**src/rtl/cv32e40s_pkg.sv**
```systemverilog
// Shared types for the Zbb bit-count sequencer.
package cv32e40s_pkg;

  localparam int unsigned BCNT_DATA_W = 32;
  localparam int unsigned BCNT_RES_W  = 6;

  typedef enum logic [1:0] {
    BCNT_CPOP = 2'b00,
    BCNT_CLZ  = 2'b01,
    BCNT_CTZ  = 2'b10
  } bcnt_op_e;

  typedef enum logic [1:0] {
    IDLE = 2'b00,
    BUSY = 2'b01,
    DONE = 2'b10
  } bcnt_state_e;

  // Bit reversal so a trailing-zero count becomes a leading-zero count
  function automatic logic [BCNT_DATA_W-1:0] bcnt_bitrev(input logic [BCNT_DATA_W-1:0] x);
    logic [BCNT_DATA_W-1:0] r;
    for (int i = 0; i < int'(BCNT_DATA_W); i++) begin
      r[i] = x[BCNT_DATA_W-1-i];
    end
    return r;
  endfunction

endpackage

```
**src/rtl/cv32e40s_alu_b_cnt_chunk.sv**
```systemverilog
// Combinational popcount / leading-zero count / nonzero flag for one chunk.
module cv32e40s_alu_b_cnt_chunk #(
  parameter int unsigned CHUNK_W = 8,
  localparam int unsigned CNT_W  = $clog2(CHUNK_W + 1)
) (
  input  logic [CHUNK_W-1:0] chunk_i,
  output logic [CNT_W-1:0]   popcnt_c,
  output logic [CNT_W-1:0]   lzc_c,
  output logic               nonzero_c
);

  // Count ones; the highest set bit, scanned last, sets the leading-zero count
  always_comb begin
    popcnt_c  = '0;
    lzc_c     = CNT_W'(CHUNK_W);
    nonzero_c = |chunk_i;
    for (int i = 0; i < int'(CHUNK_W); i++) begin
      popcnt_c = popcnt_c + CNT_W'(chunk_i[i]);
      if (chunk_i[i]) begin
        lzc_c = CNT_W'(int'(CHUNK_W) - 1 - i);
      end
    end
  end

endmodule

```
**src/rtl/cv32e40s_alu_b_cnt_seq.sv**
```systemverilog
// Multi-cycle CPOP/CLZ/CTZ sequencer, CHUNK_W bits per BUSY cycle.
// Optional feature macro: CV32E40S_BCNT_EARLY_EXIT_EN (CLZ/CTZ leave BUSY at
// the first nonzero chunk). Default build is constant-time.
module cv32e40s_alu_b_cnt_seq
  import cv32e40s_pkg::*;
#(
  parameter int unsigned CHUNK_W = 8
) (
  input  logic        clk,
  input  logic        rst_n,
  input  logic        valid_i,
  output logic        ready_o,
  input  logic [1:0]  op_i,
  input  logic [31:0] operand_i,
  input  logic        kill_i,
  output logic        valid_o,
  input  logic        ready_i,
  output logic [31:0] result_o
);

  localparam int unsigned NCHUNK = BCNT_DATA_W / CHUNK_W;
  localparam int unsigned IDX_W  = (NCHUNK > 1) ? $clog2(NCHUNK) : 1;
  localparam int unsigned CNT_W  = $clog2(CHUNK_W + 1);

  bcnt_state_e             r_state;
  bcnt_state_e             w_next_state;
  logic                    r_lz_mode;
  logic [BCNT_DATA_W-1:0]  r_operand;
  logic [BCNT_RES_W-1:0]   r_acc;
  logic [IDX_W-1:0]        r_idx;
  logic                    r_found;

  bcnt_op_e                w_op;
  logic [CHUNK_W-1:0]      w_chunk;
  logic [CNT_W-1:0]        w_pop;
  logic [CNT_W-1:0]        w_lzc;
  logic                    w_nz;
  logic                    w_last;
  logic                    w_early;

  assign w_op    = bcnt_op_e'(op_i);
  // Operand shifts left each BUSY cycle, so the current chunk is always on top
  assign w_chunk = r_operand[BCNT_DATA_W-1 -: CHUNK_W];
  assign w_last  = (r_idx == IDX_W'(NCHUNK - 1));

`ifdef CV32E40S_BCNT_EARLY_EXIT_EN
  assign w_early = r_lz_mode && w_nz;
`else
  assign w_early = 1'b0;
`endif

  cv32e40s_alu_b_cnt_chunk #(
    .CHUNK_W (CHUNK_W)
  ) u_chunk (
    .chunk_i   (w_chunk),
    .popcnt_c  (w_pop),
    .lzc_c     (w_lzc),
    .nonzero_c (w_nz)
  );

  // State register
  always_ff @(posedge clk or negedge rst_n) begin
    if (!rst_n) begin
      r_state <= IDLE;
    end else begin
      r_state <= w_next_state;
    end
  end

  // Next-state logic; kill overrides every other request
  always_comb begin
    w_next_state = r_state;
    if (kill_i) begin
      w_next_state = IDLE;
    end else begin
      case (r_state)
        IDLE:    if (valid_i)          w_next_state = BUSY;
        BUSY:    if (w_last || w_early) w_next_state = DONE;
        DONE:    if (ready_i)          w_next_state = IDLE;
        default:                       w_next_state = IDLE;
      endcase
    end
  end

  // Outputs decoded from the state register
  always_comb begin
    ready_o  = 1'b0;
    valid_o  = 1'b0;
    result_o = '0;
    case (r_state)
      IDLE: ready_o = 1'b1;
      DONE: begin
        valid_o  = 1'b1;
        result_o = {26'b0, r_acc};
      end
      default: ;
    endcase
  end

  // Datapath: latch on accept, accumulate one chunk per BUSY cycle
  always_ff @(posedge clk or negedge rst_n) begin
    if (!rst_n) begin
      r_lz_mode <= 1'b0;
      r_operand <= '0;
      r_acc     <= '0;
      r_idx     <= '0;
      r_found   <= 1'b0;
    end else if (kill_i) begin
      r_acc     <= '0;
      r_idx     <= '0;
      r_found   <= 1'b0;
    end else begin
      case (r_state)
        IDLE: begin
          if (valid_i) begin
            r_lz_mode <= (w_op == BCNT_CLZ) || (w_op == BCNT_CTZ);
            r_operand <= (w_op == BCNT_CTZ) ? bcnt_bitrev(operand_i) : operand_i;
            r_acc     <= '0;
            r_idx     <= '0;
            r_found   <= 1'b0;
          end
        end
        BUSY: begin
          r_operand <= r_operand << CHUNK_W;
          r_idx     <= r_idx + IDX_W'(1);
          if (!r_lz_mode) begin
            r_acc <= r_acc + BCNT_RES_W'(w_pop);
          end else if (!r_found) begin
            r_acc   <= r_acc + BCNT_RES_W'(w_lzc);
            r_found <= w_nz;
          end
        end
        default: ;
      endcase
    end
  end

  // The decoder never issues the reserved encoding
  a_no_reserved_op : assert property (
    @(posedge clk) disable iff (!rst_n)
    (valid_i && ready_o && !kill_i) |-> (op_i != 2'b11)
  );

endmodule
```
**config.mk**
```make
export PLATFORM = sky130hd
export DESIGN_NAME = cv32e40s_alu_b_cnt_seq
export DESIGN_NICKNAME = d
export VERILOG_FILES = /design/src/rtl/cv32e40s_pkg.sv /design/src/rtl/cv32e40s_alu_b_cnt_chunk.sv /design/src/rtl/cv32e40s_alu_b_cnt_seq.sv
export SDC_FILE = /design/constraint.sdc
export NUM_CORES = 1
export LEC_CHECK = 0
export BUFFER_PORTS_ARGS = -buffer_cell sky130_fd_sc_hd__buf_2
export CAP_MARGIN = 0
export CORE_ASPECT_RATIO = 1.5
export CORE_MARGIN = 4
export CORE_UTILIZATION = 59
export DETAILED_ROUTE_END_ITERATION = 12
export HOLD_SLACK_MARGIN = 0.1
export PLACE_DENSITY = 0.87
export SETUP_SLACK_MARGIN = 0.05
export SKIP_CTS_REPAIR_TIMING = 1
export SYNTH_ARGS = -nofsm -noshare
export SYNTH_HDL_FRONTEND = slang
export SYNTH_SLANG_ARGS = --single-unit
export TNS_END_PERCENT = 100
```
**constraint.sdc**
```tcl
create_clock -name clk -period 5.9 [get_ports clk]
set_input_delay 1.18 -clock clk [delete_from_list [all_inputs] [get_ports clk]]
set_output_delay 1.18 -clock clk [all_outputs]
set_load 0.02 [all_outputs]
```
; After elaboration in Yosys (flattened, before gate mapping)
; Index checks and enable logic that the tools add are counted.
[totals]
output_inout_bits = 34
inputBits = 39
reg_bits = 44
[op_classes]
n_reduce_logical = 11
bitwise_logic = 1
n_mux = 32
n_addsub = 10
eq_ne = 11
[ops]
columns = cell, count
row1 = 32-bit two-way mux, 2
row2 = 32-bit case mux with 2 select lines, 1
row3 = 4-bit two-way mux, 8
row4 = 6-bit two-way mux, 5
row5 = 4-bit by 1-bit adder with 4-bit output, 6
row6 = 3-bit AND reduction, 5
row7 = 6-bit by 4-bit adder with 6-bit output, 2
row8 = 2-bit two-way mux, 6
row9 = 3-bit inequality test (second input constant), 4
row10 = 6-bit case mux with 2 select lines, 1
row11 = 8-bit OR reduction, 1
row12 = 2-bit equality test (second input constant), 3
row13 = 1-bit two-way mux, 6
row14 = 2-bit case mux with 3 select lines, 1
row15 = 2-bit by 1-bit equality test with 1-bit output (second input constant), 2
row16 = 4-bit inequality test (second input constant), 1
row17 = 2-bit case mux with 2 select lines, 1
row18 = 3-bit nonzero test, 1
row19 = 1-bit by 1-bit adder with 2-bit output, 1
row20 = 2-bit by 1-bit adder with 2-bit output (second input constant), 1
row21 = 2-bit logical NOT, 1
row22 = 2-bit inequality test (second input constant), 1
row23 = 1-bit case mux with 2 select lines, 1
row24 = 2-bit AND reduction, 1
row25 = 3 further kinds, 3

; Logic depth before layout (Yosys ltp)
; Gate-level depths: netlist of run 1.
[logic_depth]
word_depth = 13
depth_mapped = 15
mapped_depth_nobuf = 15

; Modules after synthesis
; Synthesis of run 1 repeated with hierarchy kept, for this count alone.
[unflattened]
cells_unflattened = 333
hier_area_um2 = 3054.2
[by_module_without_submodules]
columns = mod, area_each_um2, seq_area_each_um2, cells_per_inst, n_inst
row1 = cv32e40s_alu_b_cnt_seq, 2768.9, 1101.1, 297, 1
row2 = cv32e40s_alu_b_cnt_chunk, 285.3, 0.0, 36, 1

; Worst setup path before layout of run 1
; No wires, ideal clock.
[synth_timing]
path_type = register to register
start = register r_operand[24]
end = register r_acc[5]
synth_period_minus_slack_ns = 3.709
setup_time_ns = 0.135
path_slack_ns = 2.191
path_buffers = 0
stages_incl_launch_ff = 15
t_arrival_ns = 3.574
cell_sequence = dfrtp_1 inv_1 ha_1 inv_1 fa_1 fa_1 fa_1 fa_1 nor2_1 a21o_1 ha_1 a211oi_1 o21a_1 o311ai_2 o41ai_2
[synth_via]
elab_chain_cells = 13
word_cells_on_any_way = 21
[synth_lines]
columns = element, line_no
row1 = "start, declared", cv32e40s_alu_b_cnt_seq.sv:28  ; logic [BCNT_DATA_W-1:0] r_operand;
row2 = "start signal, assigned", cv32e40s_alu_b_cnt_seq.sv:117  ; r_operand <= (w_op == BCNT_CTZ) ? bcnt_bitrev(operand_i) : operand_i;
row3 = "start signal, assigned", cv32e40s_alu_b_cnt_seq.sv:124  ; r_operand <= r_operand << CHUNK_W;
row4 = branches (longest 10 deep; another with 6-bit by 4-bit adder with 6-bit output), --
row5 = 6-bit two-way mux (*), cv32e40s_alu_b_cnt_seq.sv:126  ; if (!r_lz_mode) begin
row6 = 6-bit case mux with 2 select lines (*), cv32e40s_alu_b_cnt_seq.sv:113  ; case (r_state)
row7 = 6-bit two-way mux (*), cv32e40s_alu_b_cnt_seq.sv:108  ; end else if (kill_i) begin
row8 = "end signal, assigned", cv32e40s_alu_b_cnt_seq.sv:127  ; r_acc <= r_acc + BCNT_RES_W'(w_pop);
row9 = "end signal, assigned", cv32e40s_alu_b_cnt_seq.sv:129  ; r_acc <= r_acc + BCNT_RES_W'(w_lzc);
row10 = "end, declared", cv32e40s_alu_b_cnt_seq.sv:29  ; logic [BCNT_RES_W-1:0] r_acc;
; Mark *: on every way between the ends. The select of a mux whose other input is x is not followed.
; A chain may end at the register's enable or synchronous reset.

; Worst setup path after layout of run 1
; Same ends and word-level chain as after synthesis.

==> key figures, run 1 <==
Critical path
  – WP data required: 6.07 ns
  – Critical path endpoint category: register
  – R2r endpoint: r_acc[5]
  – Most Frequent Cell on Critical Path: fa_1
  – Worst R2R Start: r_operand[24]
  – Crit Path Class: register to register
  – Crit path max-delay family: adder cells
  – Max FO, Critical Path: 4
  – Startpoint Class: register
  – R2R Setup Slk: approximately 2.0 ns
  – Reg2Reg Depth: 14
  – Crit path buffers/inverters: 2
  – CP peak stage delay: 0.50 ns
  – Arrival time worst endpoint: approximately 4.1 ns
  – CP max-delay cell: fa_1
  – Critical path, cell by cell: inv_1, ha_1, inv_1, fa_1, fa_1, fa_1, fa_1, nor2_1, a21o_1, ha_1, a211oi_1, o21a_1, o311ai_2, o41ai_2

Pwr
  – Pwr Total: about 0.91 mW
  – P_sw: roughly 0.31 mW
  – Sw Share: approximately 34%
  – Int Pwr: 0.600 mW
  – Share of total power in sequential cells: between 40% and 50%
  – Clock power frac: between 20% and 30%
  – Maximum vdd drop: 0.000212 V
  – Logic pwr share: between 30% and 40%
  – Pwr dens: between 200 and 300 nW/um^2
  – P_leak: 1.59 nW

STA
  – Worst-margin pin slew: ~1.0 ns
  – Fin Setup TNS: 0 ns
  – Slew HR: around 32%
  – Final Critical Period: slightly below 4 ns
  – Period utilisation layout: about 66%
  – Hold Violations, Final: 0
  – Final Max Slew Viols: 0
  – RSZ-0062 raised after global routing: no
  – Clock Skew: just over 0.007 ns
  – Worst Setup Slack, final: approximately 2 ns
  – Final setup viols: 0
  – Max Clock Freq: between 0.2 and 0.3 GHz
  – Final hold slack: 0.490 ns

Clock network
  – CTS root buffer: clkbuf_8
  – Clock buffer count from CTS: 5
  – Sink Count: 44
  – Clock latency on the worst-skew pair: slightly below 0.3 ns
  – CTS clk-pin slew, worst paths: 0.08 ns
  – CTS Buffer Depth: 2
  – H-Tree Depth: 2
  – CTS tree: built

Placement
  – Count of input and output buffers: between 40 and 50
  – Worst slack at placement: around 2 ns
  – Placed Instance Area: around 3200 um^2
  – Final HPWL from detailed placement: between 4000 and 5000 um
  – GP Congestion: 0.819

Route
  – DRT iter0 DRCs: 122
  – Routed WL: approximately 5600 um
  – Routed wire per std cell: ~13 um
  – Vias per cell: ~5.2
  – First-pass DRT Iterations: 4
  – DRC: 0
  – DR vias: between 2000 and 2500
  – ANT nets after route: 0

Logic synthesis
  – Distinct cells, synth: 37
  – Number of synthesized flops with an enable pin: 0
  – Area leader, netlist: dfrtp_1
  – Synthesized area: about 3000 um^2
  – Synth Instances: roughly 350
  – Async SR Flop Fraction: between 90% and 100%
  – Flop and latch count out of synthesis: between 40 and 50
  – Synth area leaders: dfrtp_1, mux2i_1, buf_4, o21ai_1, nand2_1
  – Synth cell count leaders: dfrtp_1, nand2_1, o21ai_1
  – Syn. warnings: 0
  – Mean area per synthesized cell: ~8.8 um^2
  – Synth top area share: a little over a third
  – Register area share after synthesis: a little over a third
  – Post-synth top flop: dfrtp_1
  – Count leader, synth: dfrtp_1

Hold path
  – Worst hold endpoint: r_operand[15]
  – Hold/Removal Path Class: register to register
  – Hold Path Depth: 2
  – Worst Hold Launch: r_operand[15]

Global routing
  – Vias in the first global route: 2218
  – Largest net degree at the start of global routing: 57
  – First-pass GRT wire length: around 9600 um
  – Initial antenna violation count: 0
  – GRT Residual Overflow: 0
  – Gr usage total: between 10% and 20%

Final layout
  – Number of diodes: 0
  – Layout overhead on the synthesized area: 6.09%
  – Layout fillers: 442
  – Nets: between 400 and 500
  – Layout cells sized above 1: between 10% and 20%
  – Design Area, Final: about 3300 um^2

Floorplanning
  – Die X: ~67 um
  – Site Rows: 32
  – Effective utilization at floorplan: slightly above 60%
  – Die area: ~6500 um^2
  – Die height: between 90 and 100 um
  – I/O Pins: 73
  – CORE AREA: 5080 um^2

Outcome
  – Status: complete, no violations

Job
  – Max_cap viols: 0
-- cell type report --
| cell class | count | area, um^2 | share of cell area, % |
|---|---|---|---|
| clock inverters | 2 | 35.0 | 1.07 |
| multi-input cells | 263 | 1660 | 50.7 |
| repair buffers | 47 | 238 | 7.27 |
| flip-flops and latches | 44 | 1100 | 33.7 |
| well taps | 68 | 85.1 | 2.60 |
| clock buffers | 6 | 72.6 | 2.22 |
| inverters | 21 | 78.8 | 2.41 |
-- worst min-delay path, stage by stage (launching register included) --
cell     delay (ns)
dfrtp_1        0.35
nand2_1        0.05
o21ai_1        0.06
-- power by group through the flow --
| stage | Combinational [mW] | Clock, mW | Sequential, mW |
|---|---|---|---|
| 5_1_grt | 0.360 | 0.243 | 0.389 |
| 3_3_place_gp | 0.286 | 0 | 0.385 |
| 6_report | 0.306 | 0.224 | 0.382 |
| 2_1_floorplan | 0.264 | 0 | 0.374 |
| 4_1_cts | 0.309 | 0.230 | 0.382 |
| 3_5_place_dp | 0.307 | 0 | 0.388 |
-- worst max-delay path by stage --
| stage | from | end | slack, ns | cells after the start |
|---|---|---|---|---|
| after global routing | r_operand[24] | r_acc[4] | 1.76 | 14 |
| after global placement | r_operand[24] | r_acc[5] | 2.13 | 14 |
| after detailed placement | r_operand[24] | r_acc[5] | 2.01 | 14 |
| final | r_operand[24] | r_acc[5] | 2.00 | 14 |
| after CTS | r_operand[24] | r_acc[5] | 2.00 | 14 |
| after floorplan | r_operand[24] | r_acc[5] | 2.19 | 14 |
-- cell families after synthesis --
group / share of synthesized area, %
AND/OR/NAND/NOR: 13.6
AO/OA/AOI/OAI: 16.1
buffers and inverters: 14.2
flip-flops: 35.7
multiplexers: 11.7
adder cells (fa/ha/maj): 7.71
XOR/XNOR: 0.853
other: 0.122
-- stage by stage --
| stage | util [%] | instances |
|---|---|---|
| after floorplan | - | 374 |
| after global placement | 62.2 | 443 |
| after detailed placement | 62.2 | 443 |
| after CTS | 64.3 | 451 |
| after global routing | 64.3 | 451 |
| final | 64.3 | 451 |
-- layer usage --
metal	vias to the layer above	wire length [um]	share of wire, %	track usage (%)
li1	1179	-	-	-
met1	1101	2200	39	22.2
met3	4	298	5.3	3.24
met2	62	3090	55	34.6
met5	-	0	0	0
met4	0	48	0.85	5.92
-- registers in the layout, indices dropped and copies added (netlist names) --
register / cells
r_acc: 6
r_found: 1
r_idx: 2
r_lz_mode: 1
r_operand: 32
r_state: 2
-- placed cells by master, fill, tap and decap left out, types with 2 or more instances in the layout --
master     n
a21o_1     2
a21oi_1   28
and2_1     6
buf_2     46
clkbuf_8   5
conb_1    26
dfrtp_1   44
fa_1       5
ha_1      10
inv_1     21
mux2i_1   36
nand2_1   43
nand3_1    4
nor2_1    30
nor2b_1    3
nor3_1     5
o21a_1     2
o21ai_0    7
o21ai_1   36
xor2_1     3
Note: power is estimated with default switching activity, not from simulation.
==> inputs of run 2 (changes only) <==
- ABC_AREA: default -> 1
- CORE_UTILIZATION: 59 -> 49
- PLACE_DENSITY: 0.87 -> 0.77
- clock period: 5.9 -> 3.2 ns (I/O delays scaled with it)
==> run 2 against run 1 <==
The flow now finishes with violations (setup timing). Sequential share of layout area decreased by 1.7 points. Synthesized area decreased by 0.37%. Worst hold slack better by 0.0036 ns. Final cell count increased by 14%. Sequential power rose by 120%. Synthesized cell count increased by 13%. Critical path type unchanged. Largest power group is now combinational cells.
==> key figures, run 2 <==
Final layout
  – Max FFs per register: 32
  – Commonest cells after routing, fill and taps aside: nand2_1, o211ai_1, o21ai_0, buf_2, inv_1
  – Number of diodes: 0
  – Layout overhead on the synthesized area: 12.3%
  – Non-Filler Instances: about 510
  – Layout cells sized above 1: between 20% and 30%
  – Design Area, Final: roughly 3400 um^2
  – Largest regs: r_operand (32), r_acc (6)
  – Final Util: ~56%
  – Largest reg by FF count: r_operand
  – Layout fillers: between 500 and 600
  – Nets: a little under 500
  – Most common cell after layout, fill and taps aside: nand2_1

Critical path
  – CP max-delay cell: fa_1
  – Critical path, cell by cell: inv_2, ha_4, inv_2, fa_1, fa_1, fa_2, fa_2, xor2_1, o22ai_1, ha_1, buf_4, buf_6, nand3b_1, nand2_1, nand3_2, nand2_1, nand2_1, nor2_1
  – Max FO, Critical Path: 2
  – Crit path max-delay family: adder cells
  – Crit path buffers/inverters: 4
  – Startpoint Class: register
  – Most Frequent Cell on Critical Path: nand2_1
  – Crit Path Class: register to register
  – Arrival time worst endpoint: about 4 ns
  – WP data required: 3.40 ns
  – CP peak stage delay: between 0.5 and 0.6 ns
  – Critical path endpoint category: register

Floorplanning
  – Site Rows: 35
  – Effective utilization at floorplan: approximately half
  – Die X: ~73 um
  – I/O Pins: 73
  – Die height: 105 um
  – CORE AREA: 6130 um^2
  – Die area: approximately 7600 um^2

Route
  – ANT nets after route: 0
  – Vias per cell: approximately 5.2
  – DR vias: ~2700
  – DRT iter0 DRCs: ~130
  – DRC: 0
  – First-pass DRT Iterations: 5
  – Routed wire per std cell: around 13 um
  – Routed WL: ~6600 um

Placement
  – Final HPWL from detailed placement: just under 5000 um
  – Count of input and output buffers: 46
  – Placed Cells: between 500 and 600
  – Worst slack at placement: -0.547 ns
  – Placed Instance Area: roughly 3300 um^2
  – GP Congestion: about 0.85

STA
  – Final setup viols: 5
  – Final Max Slew Viols: 0
  – Fin Setup TNS: -2.04 ns
  – Period utilisation layout: 115%
  – RSZ-0062 raised after global routing: yes
  – Worst Setup Slack, final: -0.488 ns
  – Final hold slack: about 0.49 ns
  – Worst-margin pin slew: a little under 1 ns
  – Max Clock Freq: between 0.2 and 0.3 GHz
  – Final Critical Period: approximately 3.7 ns
  – Clock Skew: between 0.005 and 0.006 ns
  – Hold Violations, Final: 0
  – Slew HR: approximately a third

Logic synthesis
  – Synth area leaders: dfrtp_1, o211ai_1, nand2_1, buf_4, o21ai_0
  – Distinct cells, synth: 28
  – Register area share after synthesis: between 30% and 40%
  – Syn. warnings: 0
  – Synthesized area: between 3000 and 4000 um^2
  – Post-synth top flop: dfrtp_1
  – Synth Instances: ~400
  – Synth top area share: 35.9%
  – Flop and latch count out of synthesis: 44
  – Mean area per synthesized cell: roughly 7.8 um^2
  – Synth cell count leaders: nand2_1, o211ai_1, inv_1
  – Number of synthesized flops with an enable pin: 0
  – Async SR Flop Fraction: 100%
  – Area leader, netlist: dfrtp_1
  – Count leader, synth: nand2_1

Clock network
  – Sink Count: 44
  – H-Tree Depth: 2
  – CTS root buffer: clkbuf_8
  – CTS clk-pin slew, worst paths: around 0.09 ns
  – Clock buffer count from CTS: 5
  – CTS tree: built
  – CTS Buffer Depth: 2
  – Clock latency on the worst-skew pair: 0.30 ns

Pwr
  – Pwr dens: slightly below 800 nW/um^2
  – Maximum vdd drop: roughly 0.00035 V
  – P_leak: 1.74 nW
  – Pwr Total: around 2.7 mW

Global routing
  – Largest net degree at the start of global routing: 50
  – Gr usage total: 17.7%
  – First-pass GRT wire length: between 10000 and 15000 um
  – Initial antenna violation count: 0
  – GRT Residual Overflow: 0
  – Vias in the first global route: 2593

Outcome
  – Status: finished with violations
  – Failing checks: setup timing

Hold path
  – Hold/Removal Path Class: input port to async pin

Job
  – Max_cap viols: 0
==> run 2: cell types whose count changed after synthesis, moves of 7 or more <==
cell / before / now
nor2_1: 30 / 19
o21ai_0: 7 / 47
o21ai_1: 37 / 10
mux2i_1: 36 / 0
a21oi_1: 28 / 5
buf_6: 9 / 2
inv_1: 21 / 48
o211ai_1: 0 / 49
nand2_1: 43 / 74
nand3_1: 4 / 12
==> run 2: layout make-up <==
type                            count  area, um^2  area share (%)
Sequential cell                    44        1100            31.9
Multi-Input combinational cell    275        1590            46.0
Clock inverter                      2        38.8            1.12
Inverter                           51         191            5.55
Tap cell                           74        92.6            2.69
Timing Repair Buffer               62         354            10.3
Clock buffer                        6        82.6            2.39
==> run 2: kinds of logic (layout without fill, tap and decap cells) <==
group | count (synthesis) | in the layout | synth area share, %
AOI/OAI and AO/OA | 119 | 119 | 24.0
and+or+nand+nor | 112 | 112 | 14.8
buffers and inverters | 99 | 121 | 17.0
DFF | 44 | 44 | 35.9
adders and majority gates | 16 | 16 | 7.74
xor gates and xnor gates | 2 | 2 | 0.571
other | 1 | 26 | 0.122
==> run 2: per-layer routing <==
| layer | global-route usage [%] | share of wire [%] | routed length, um | vias up |
|---|---|---|---|---|
| met2 | 30.3 | 51 | 3340 | 89 |
| met5 | 0 | 0 | 0 | - |
| met3 | 3.08 | 5.8 | 383 | 12 |
| met1 | 21.3 | 41 | 2710 | 1239 |
| li1 | - | - | - | 1354 |
| met4 | 7.12 | 2.1 | 138 | 0 |
==> run 2: worst register-to-register path: cells and delay by family, from the launching register on <==
kind                     cells  cell delay [ns]
XOR/XNOR                     1             0.15
adder cells (fa/ha/maj)      6             2.21
buffers and inverters        4             0.34
AO/OA/AOI/OAI                1             0.18
AND/OR/NAND/NOR              6             0.34
flip-flops                   1             0.38
==> run 2: path summary, 6_finish.rpt <==
path                            endpoint          start  slack (ns)  depth (start not counted)
min in group clk                r_idx[0]       r_idx[0]        0.50                          1
hold reg to reg                 r_idx[0]       r_idx[0]        0.50                          1
hold / removal             r_operand[27]          rst_n        0.49                          1
setup reg to reg                r_acc[4]  r_operand[25]       -0.49                         18
max in group asynchronous  r_operand[24]          rst_n        2.09                          1
setup / recovery                r_acc[4]  r_operand[25]       -0.49                         18
==> run 2: report_power, final <==
part | internal [mW] | total (mW) | switching (mW)
clock network | 0.255 | 0.453 | 0.197
registers | 0.726 | 0.834 | 0.108
logic | 0.611 | 1.37 | 0.755
